$ cat src/rtl/rv32imc_types.sv
// Shared RV32IMC front-end types: instruction-queue entry layout and constants.
package rv32imc_types;

  localparam int unsigned XLEN = 32;

  // Canonical NOP (addi x0, x0, 0) presented whenever no instruction is valid.
  localparam logic [XLEN-1:0] NOP_INST = 32'h0000_0013;

  typedef enum logic [1:0] {
    IQ_EMPTY   = 2'd0,
    IQ_PENDING = 2'd1,
    IQ_READY   = 2'd2
  } iq_state_e;

  typedef struct packed {
    iq_state_e       state;
    logic [XLEN-1:0] pc;
    logic [XLEN-1:0] pc_next;
    logic [XLEN-1:0] inst;
  } iq_entry_t;

endpackage

$ cat src/rtl/inst_queue.sv
// Instruction queue between fetch and decode: tracks in-order imem reads,
// kills responses belonging to a flushed stream, and bypasses a response
// straight to decode when it answers the head entry.
module inst_queue
  import rv32imc_types::*;
#(
  parameter int unsigned DEPTH           = 4,
  parameter int unsigned MAX_OUTSTANDING = 2
) (
  input  logic        clk,
  input  logic        rst,
  input  logic        i_flush,
  input  logic        id_stall,
  input  logic        i_fetch_issue,
  input  logic [31:0] i_pc,
  input  logic [31:0] i_pc_next,
  input  logic [31:0] imem_rdata,
  input  logic        imem_resp,
  output logic        o_fetch_ok,
  output logic        o_valid,
  output logic [31:0] o_inst,
  output logic [31:0] o_pc,
  output logic [31:0] o_pc_next,
  output logic        o_empty,
  output logic        o_full,
  output logic        o_imem_stall
);

  localparam int unsigned IW = $clog2(DEPTH);
  localparam int unsigned PW = IW + 1;
  localparam int unsigned CW = $clog2(MAX_OUTSTANDING + 1);

  iq_entry_t     entries [DEPTH];
  logic [PW-1:0] rd_ptr;
  logic [PW-1:0] wr_ptr;
  logic [CW-1:0] pending_cnt;
  logic [CW-1:0] kill_cnt;

  logic [IW-1:0] rd_idx;
  logic [IW-1:0] wr_idx;
  logic [IW-1:0] fill_idx;
  logic [PW-1:0] occupancy;
  logic [CW:0]   outstanding;
  iq_entry_t     head;
  logic          empty;
  logic          full;
  logic          kill_zero;
  logic          fill;
  logic          kill_resp;
  logic          head_pending;
  logic          head_ready;
  logic          bypass;
  logic          pop;

  // Pending entries are always the youngest ones, so the oldest pending
  // entry sits pending_cnt slots behind the write pointer.
  assign rd_idx    = rd_ptr[IW-1:0];
  assign wr_idx    = wr_ptr[IW-1:0];
  assign fill_idx  = wr_ptr[IW-1:0] - IW'(pending_cnt);
  assign occupancy = wr_ptr - rd_ptr;
  assign empty     = (rd_ptr == wr_ptr);
  assign full      = (rd_ptr[PW-1] != wr_ptr[PW-1]) && (rd_idx == wr_idx);
  assign head      = entries[rd_idx];

  assign kill_zero    = (kill_cnt == '0);
  assign fill         = imem_resp && kill_zero;
  assign kill_resp    = imem_resp && !kill_zero;
  assign head_pending = !empty && (head.state == IQ_PENDING);
  assign head_ready   = !empty && (head.state == IQ_READY);
  assign bypass       = head_pending && fill;

  assign o_valid   = !i_flush && (head_ready || bypass);
  assign pop       = o_valid && !id_stall;
  assign o_inst    = o_valid ? (head_ready ? head.inst : imem_rdata) : NOP_INST;
  assign o_pc      = o_valid ? head.pc      : 32'h0;
  assign o_pc_next = o_valid ? head.pc_next : 32'h0;

  // Killed reads still occupy the memory pipeline, so they count against the limit.
  assign outstanding  = {1'b0, pending_cnt} + {1'b0, kill_cnt};
  assign o_fetch_ok   = (occupancy < PW'(DEPTH)) && (outstanding < (CW+1)'(MAX_OUTSTANDING));
  assign o_empty      = empty;
  assign o_full       = full;
  assign o_imem_stall = (head_pending && !imem_resp) || (empty && !kill_zero);

  // Queue storage, pointers and read-tracking counters.
  always_ff @(posedge clk) begin
    if (rst) begin
      rd_ptr      <= '0;
      wr_ptr      <= '0;
      pending_cnt <= '0;
      kill_cnt    <= '0;
      for (int i = 0; i < DEPTH; i++) entries[i].state <= IQ_EMPTY;
    end else if (i_flush) begin
      // Every read still pending becomes a kill; a response this cycle retires one.
      kill_cnt <= kill_cnt + pending_cnt - CW'(imem_resp);
      rd_ptr   <= '0;
      for (int i = 0; i < DEPTH; i++) entries[i].state <= IQ_EMPTY;
      if (i_fetch_issue) begin
        entries[0]  <= '{state: IQ_PENDING, pc: i_pc, pc_next: i_pc_next, inst: NOP_INST};
        wr_ptr      <= PW'(1);
        pending_cnt <= CW'(1);
      end else begin
        wr_ptr      <= '0;
        pending_cnt <= '0;
      end
    end else begin
      if (i_fetch_issue) begin
        entries[wr_idx] <= '{state: IQ_PENDING, pc: i_pc, pc_next: i_pc_next, inst: NOP_INST};
      end
      if (fill) begin
        entries[fill_idx].state <= IQ_READY;
        entries[fill_idx].inst  <= imem_rdata;
      end
      if (pop) entries[rd_idx].state <= IQ_EMPTY;
      if (kill_resp) kill_cnt <= kill_cnt - CW'(1);
      pending_cnt <= pending_cnt + CW'(i_fetch_issue) - CW'(fill);
      wr_ptr      <= wr_ptr + PW'(i_fetch_issue);
      rd_ptr      <= rd_ptr + PW'(pop);
    end
  end

  // Fetch must respect back-pressure, and every response must belong to a read.
  a_issue_allowed: assert property (@(posedge clk) disable iff (rst)
    i_fetch_issue |-> o_fetch_ok);
  a_resp_expected: assert property (@(posedge clk) disable iff (rst)
    imem_resp |-> (pending_cnt != '0 || kill_cnt != '0));

endmodule

$ cat config.mk
export PLATFORM = sky130hd
export DESIGN_NAME = inst_queue
export DESIGN_NICKNAME = d
export VERILOG_FILES = /design/src/rtl/rv32imc_types.sv /design/src/rtl/inst_queue.sv
export SDC_FILE = /design/constraint.sdc
export NUM_CORES = 1
export LEC_CHECK = 0
export CAP_MARGIN = 5
export CORE_UTILIZATION = 27
export DETAILED_ROUTE_END_ITERATION = 10
export GPL_ROUTABILITY_DRIVEN = 0
export SLEW_MARGIN = 40
export SYNTH_ARGS = -nofsm -noshare
export SYNTH_HDL_FRONTEND = slang
export SYNTH_SLANG_ARGS = --single-unit
$ cat constraint.sdc
create_clock -name clk -period 14 [get_ports clk]
set_input_delay 2.1 -clock clk [delete_from_list [all_inputs] [get_ports clk]]
set_output_delay 2.1 -clock clk [all_outputs]
set_load 0.1 [all_outputs]
# Yosys cells after proc, flatten, opt, wreduce, memory -nomap -nowiden
# Memories as Yosys holds them, arrays and structs flattened. A register that Yosys moved wholly into a read port is not among the register bits.
# Cells that the tools add are included.
# Widths: inputs -> output; s select.
[totals]
ff_bits = 10
mem_bits_rw = 392
wordCells = 96
n_memories = 1
[op_classes]
n_addsub = 10
magnitude_cmp = 2
n_eq_ne = 5
muxes = 45
bitwise_logic = 5
reduce_logical = 24
[memory_table]
columns = ["memory", "depth", "word_bits", "read_ports", "rd_ports_with_merged_regs", "wr", "line", "rtl"]
rows = [
  ["entries", 4, 98, 1, 1, 4, "inst_queue.sv:33", "iq_entry_t entries [DEPTH];"],
]
[ops]
columns = ["op", "count"]
rows = [
  ["$mux 98", 3],
  ["$reduce_or 98->1", 3],
  ["$mux 32", 4],
  ["$mux 2", 14],
  ["$mux 1", 22],
  ["$logic_and 1x1->1", 11],
  ["$add 3x1->3", 2],
  ["$mux 3", 2],
  ["$logic_not 1->1", 5],
  ["$or 1x1->1", 5],
  ["$sub 2x1->2", 2],
  ["$add 2x2->3", 1],
  ["$eq 3x3->1", 1],
  ["$lt 3x2->1 const B", 1],
  ["$lt 3x3->1 const B", 1],
  ["$sub 3x3->3", 1],
  ["$add 2x1->2", 1],
  ["$add 2x2->2", 1],
  ["$eq 2x1->1 const B", 1],
  ["$eq 2x2->1", 1],
  ["$eq 2x2->1 const B", 1],
  ["$logic_not 2->1", 1],
  ["$logic_or 1x1->1", 2],
  ["$reduce_bool 2->1", 1],
  ["other kinds (4)", 4],
]

# Longest topological paths before layout
[depth]
word_depth = 13
ltp_mapped = 12
depth_no_buf = 10

# Worst setup path after synthesis
# OpenSTA, ideal clock, no wires.
[synth_timing]
path_kind = "input port to flip-flop"
start = "input i_flush"
end = "memory entries[1][0] (netlist bit), enable pin"
t_arrival_ns = 10.243
required_time_ns = 13.607
setup_slack_ns = 3.365
stages = 5
n_path_buf = 2
path_cell_list = "buf_2 or2_2 clkbuf_1 nor4_1 nand2b_1"
[synth_rtl]
columns = ["item", "line", "rtl"]
rows = [
  ["start: declaration", "inst_queue.sv:12", "input logic i_flush,"],
  ["end: declaration", "inst_queue.sv:33", ""],
]

# Worst setup path in the final report
[layout_timing]
start = "input imem_resp"
end = "output o_pc_next[13]"
[layout_via]
elab_chain_len = 5
[layout_rtl]
columns = ["item", "line", "rtl"]
rows = [
  ["start: declaration", "inst_queue.sv:18", "input logic imem_resp,"],
  ["$logic_and 1x1->1", "inst_queue.sv:66", "assign fill = imem_resp && kill_zero;"],
  ["$logic_and 1x1->1", "inst_queue.sv:70", "assign bypass = head_pending && fill;"],
  ["$logic_or 1x1->1", "inst_queue.sv:72", "assign o_valid = !i_flush && (head_ready || bypass);"],
  ["$logic_and 1x1->1", "inst_queue.sv:72", ""],
  ["$mux 32", "inst_queue.sv:76", "assign o_pc_next = o_valid ? head.pc_next : 32'h0;"],
  ["end: declaration", "inst_queue.sv:23", "output logic [31:0] o_pc_next,"],
]
# No other way between the ends.

==> results.cfg <==
[floorplan]
rows = 92
fp.dieH_um = 255
die_w_um = 255
pin_count = 203
initial_core_util_pct = 27.4
design.die.area_um2 = 65300
coreArea_um2 = 63300

[final_layout]
nets = 1358
fin_area_um2 = 21300
drive_above_1_share_pct = 23.9
area_delta_synth_final_pct = 22.6
instances_no_fill = 2124
diodes = 0

[sta]
finalClockSkew_ns = 0.0234
setup_tns_ns = 0
fmax_mhz = 147
rsz0062_at_grt = no
drv_slew = 0
tightest_slew_ns = 0.779
finalCriticalPeriod_ns = 6.82
finalCritPeriodShare_pct = 48.7
finalSetupViolCount = 0
hold_violations = 0
relSlewSlack_pct = 48.1

[logic_synthesis]
synth-seq-cells = 402
synth.avg_cell_area_um2 = 16.6
synth-edff-count = 384
synthesis.nets = 1160
synth_area_um2 = 17300
synth_ff_type = edfxtp_1
synthCells = 1044
ys_async_sr_fraction_pct = 0
ys_seq_area_share_pct = 68.6
ys_warn_count = 0
synth_cell_types = 44

[clocking]
clock_sinks = 402
post_cts_resized = 0
cts_buffer_depth = 3
clk_pin_slew_worst_paths_ns = 0.06
cts_tree = yes
hold_buffers = 0
cts_setup_buffers = 0
clk-insertion-delay-late_ns = 0.57
cts_made_buffers = 46
htree_levels = 2
root_buffer = clkbuf_16

[placement]
dp.final_hpwl_um = 23800
numPortBuffers = 202
dpl-instance-area_um2 = 19800
dp_cells = 2039

[pwr]
p_int_mw = 2.08
ir_drop_v = 0.0000969
leakage_nw = 7.34
switchingPower_mw = 0.635
power_frac_seq_pct = 49.9
swShare_pct = 23.4
powerDensity_nw_per_um2 = 127
power_frac_comb_pct = 8.4
power_mw = 2.71
clockPowerShare_pct = 41.8

[min_path]
min_from = entries[1][97]
min_path_type = flip-flop to flip-flop
hold_end = entries[1][97]
min_path_cells = 2

[run_status]
status = complete, no violations

[run]
cap_violations = 0

[detailed_routing]
ant_nets = 0
wl_um = 41000
drt_first_pass_iters = 4
routed_via_density = 4.48
wl_per_cell_um = 19.3
drtIter0Drc = 617
routed-via-count = 9516
drc = 0

[critical_path]
cp-start-kind = input pin
startpoint = imem_resp
reg2reg_to = rd_ptr[2]
arrival_ns = 4.72
critical_path.max_fanout = 68
crit_type = input pin to output port
r2r_setup_slack_ns = 10.84
end_kind = output port
r2r_start = rd_ptr[0]
cp.required_ns = 11.90
r2r_cells = 10

[global_routing]
gr-usage-all-layers_pct = 12.5
grt_pass1_wl_um = 62200
grt_max_degree = 69
antenna_found_initial = 7
overflow = 0
grt_pass1_vias = 10061
## cells in the mapped netlist (12+ instances only)
master | count | share of area, %
edfxtp_1 | 384 | 66
nand2_1 | 16 | 0.35
nor2_1 | 12 | 0.26
ha_1 | 13 | 0.94
a21oi_1 | 38 | 1.1
clkbuf_1 | 55 | 1.2
inv_1 | 12 | 0.26
buf_2 | 12 | 0.35
o21ai_0 | 36 | 1.0
mux4_2 | 98 | 13
and2_1 | 248 | 8.9
dfxtp_1 | 18 | 2.1
nand3_1 | 35 | 1.0
## logic make-up (layout without fill, tap and decap cells)
kind of cell	Yosys count	count (layout)	synth area share, %
adder cells (fa/ha/maj)	14	14	1.05
flip-flops	402	402	68.6
AND/OR/NAND/NOR	340	340	11.8
buffers and inverters	86	320	2.12
multiplexers	105	105	13.2
AO/OA/AOI/OAI	87	87	2.73
XOR/XNOR	10	10	0.591
## power by group through the flow
stage / logic [mW] / registers, mW / clock network (mW)
after floorplan: 0.147 / 1.38 / 0
after global placement: 0.231 / 1.38 / 0
after detailed placement: 0.230 / 1.38 / 0
after CTS: 0.230 / 1.35 / 1.17
after global routing: 0.245 / 1.35 / 1.21
final: 0.227 / 1.35 / 1.13
## routing by layer
metal	part of all wire, %	wire, µm	GRT usage (%)	vias to the layer above
met3	6.5	2670	3.41	60
met2	49	20200	21.2	273
met1	42	17400	15.7	4788
met5	0.20	84	0	-
li1	-	-	-	4383
met4	1.7	689	3.18	12
## cell usage in the layout, fill, tap and decap left out, types with 9 or more instances in the layout
master             n
and2_1           248
clkinv_1          13
dfxtp_1           16
buf_2            101
nor2_1            11
a21oi_1           38
mux4_2            98
clkbuf_16         47
edfxtp_1         384
clkdlybuf4s50_1  101
inv_1             11
nand3_1           35
nand2_1           16
o21ai_0           36
clkbuf_1           9
buf_4             16
ha_1              13
## layout make-up
cell class	count	area (µm²)
repair buffers	222	1710
flip-flops and latches	402	11900
well taps	846	1060
clock inverters	28	213
multi-input cells	556	5130
fillers	6137	42000
inverters	14	56.3
clock buffers	56	1210
## how the worst max path moves through the flow
stage	end	slack (ns)
after floorplan	entries[1][0]	3.36
after global placement	o_pc_next[7]	6.04
after detailed placement	o_pc_next[7]	7.02
after CTS	o_pc_next[7]	7.02
after global routing	o_pc_next[7]	6.92
final	o_pc_next[13]	7.18
## critical path, stage by stage
cell,delay [ns]
clkdlybuf4s50_1,0.53
nand2_1,0.21
nor3b_1,0.29
o21ai_2,0.07
buf_4,0.27
inv_4,0.49
and2_1,0.29
buf_2,0.45
## state kept, by name, indices dropped and copies added (netlist names)
signal	count
entries	392
pending_cnt	2
wr_ptr	3
rd_ptr	3
kill_cnt	2
## metrics by stage
step	setup slack (ns)	hold slack (ns)	util [%]
after global placement	6.04	0.464	32.0
after global routing	6.92	0.522	33.6
after detailed placement	7.02	0.483	31.3
after floorplan	3.36	0.454	-
after CTS	7.02	0.494	33.6
final	7.18	0.500	33.6
Power figures use the tool's default switching activity.
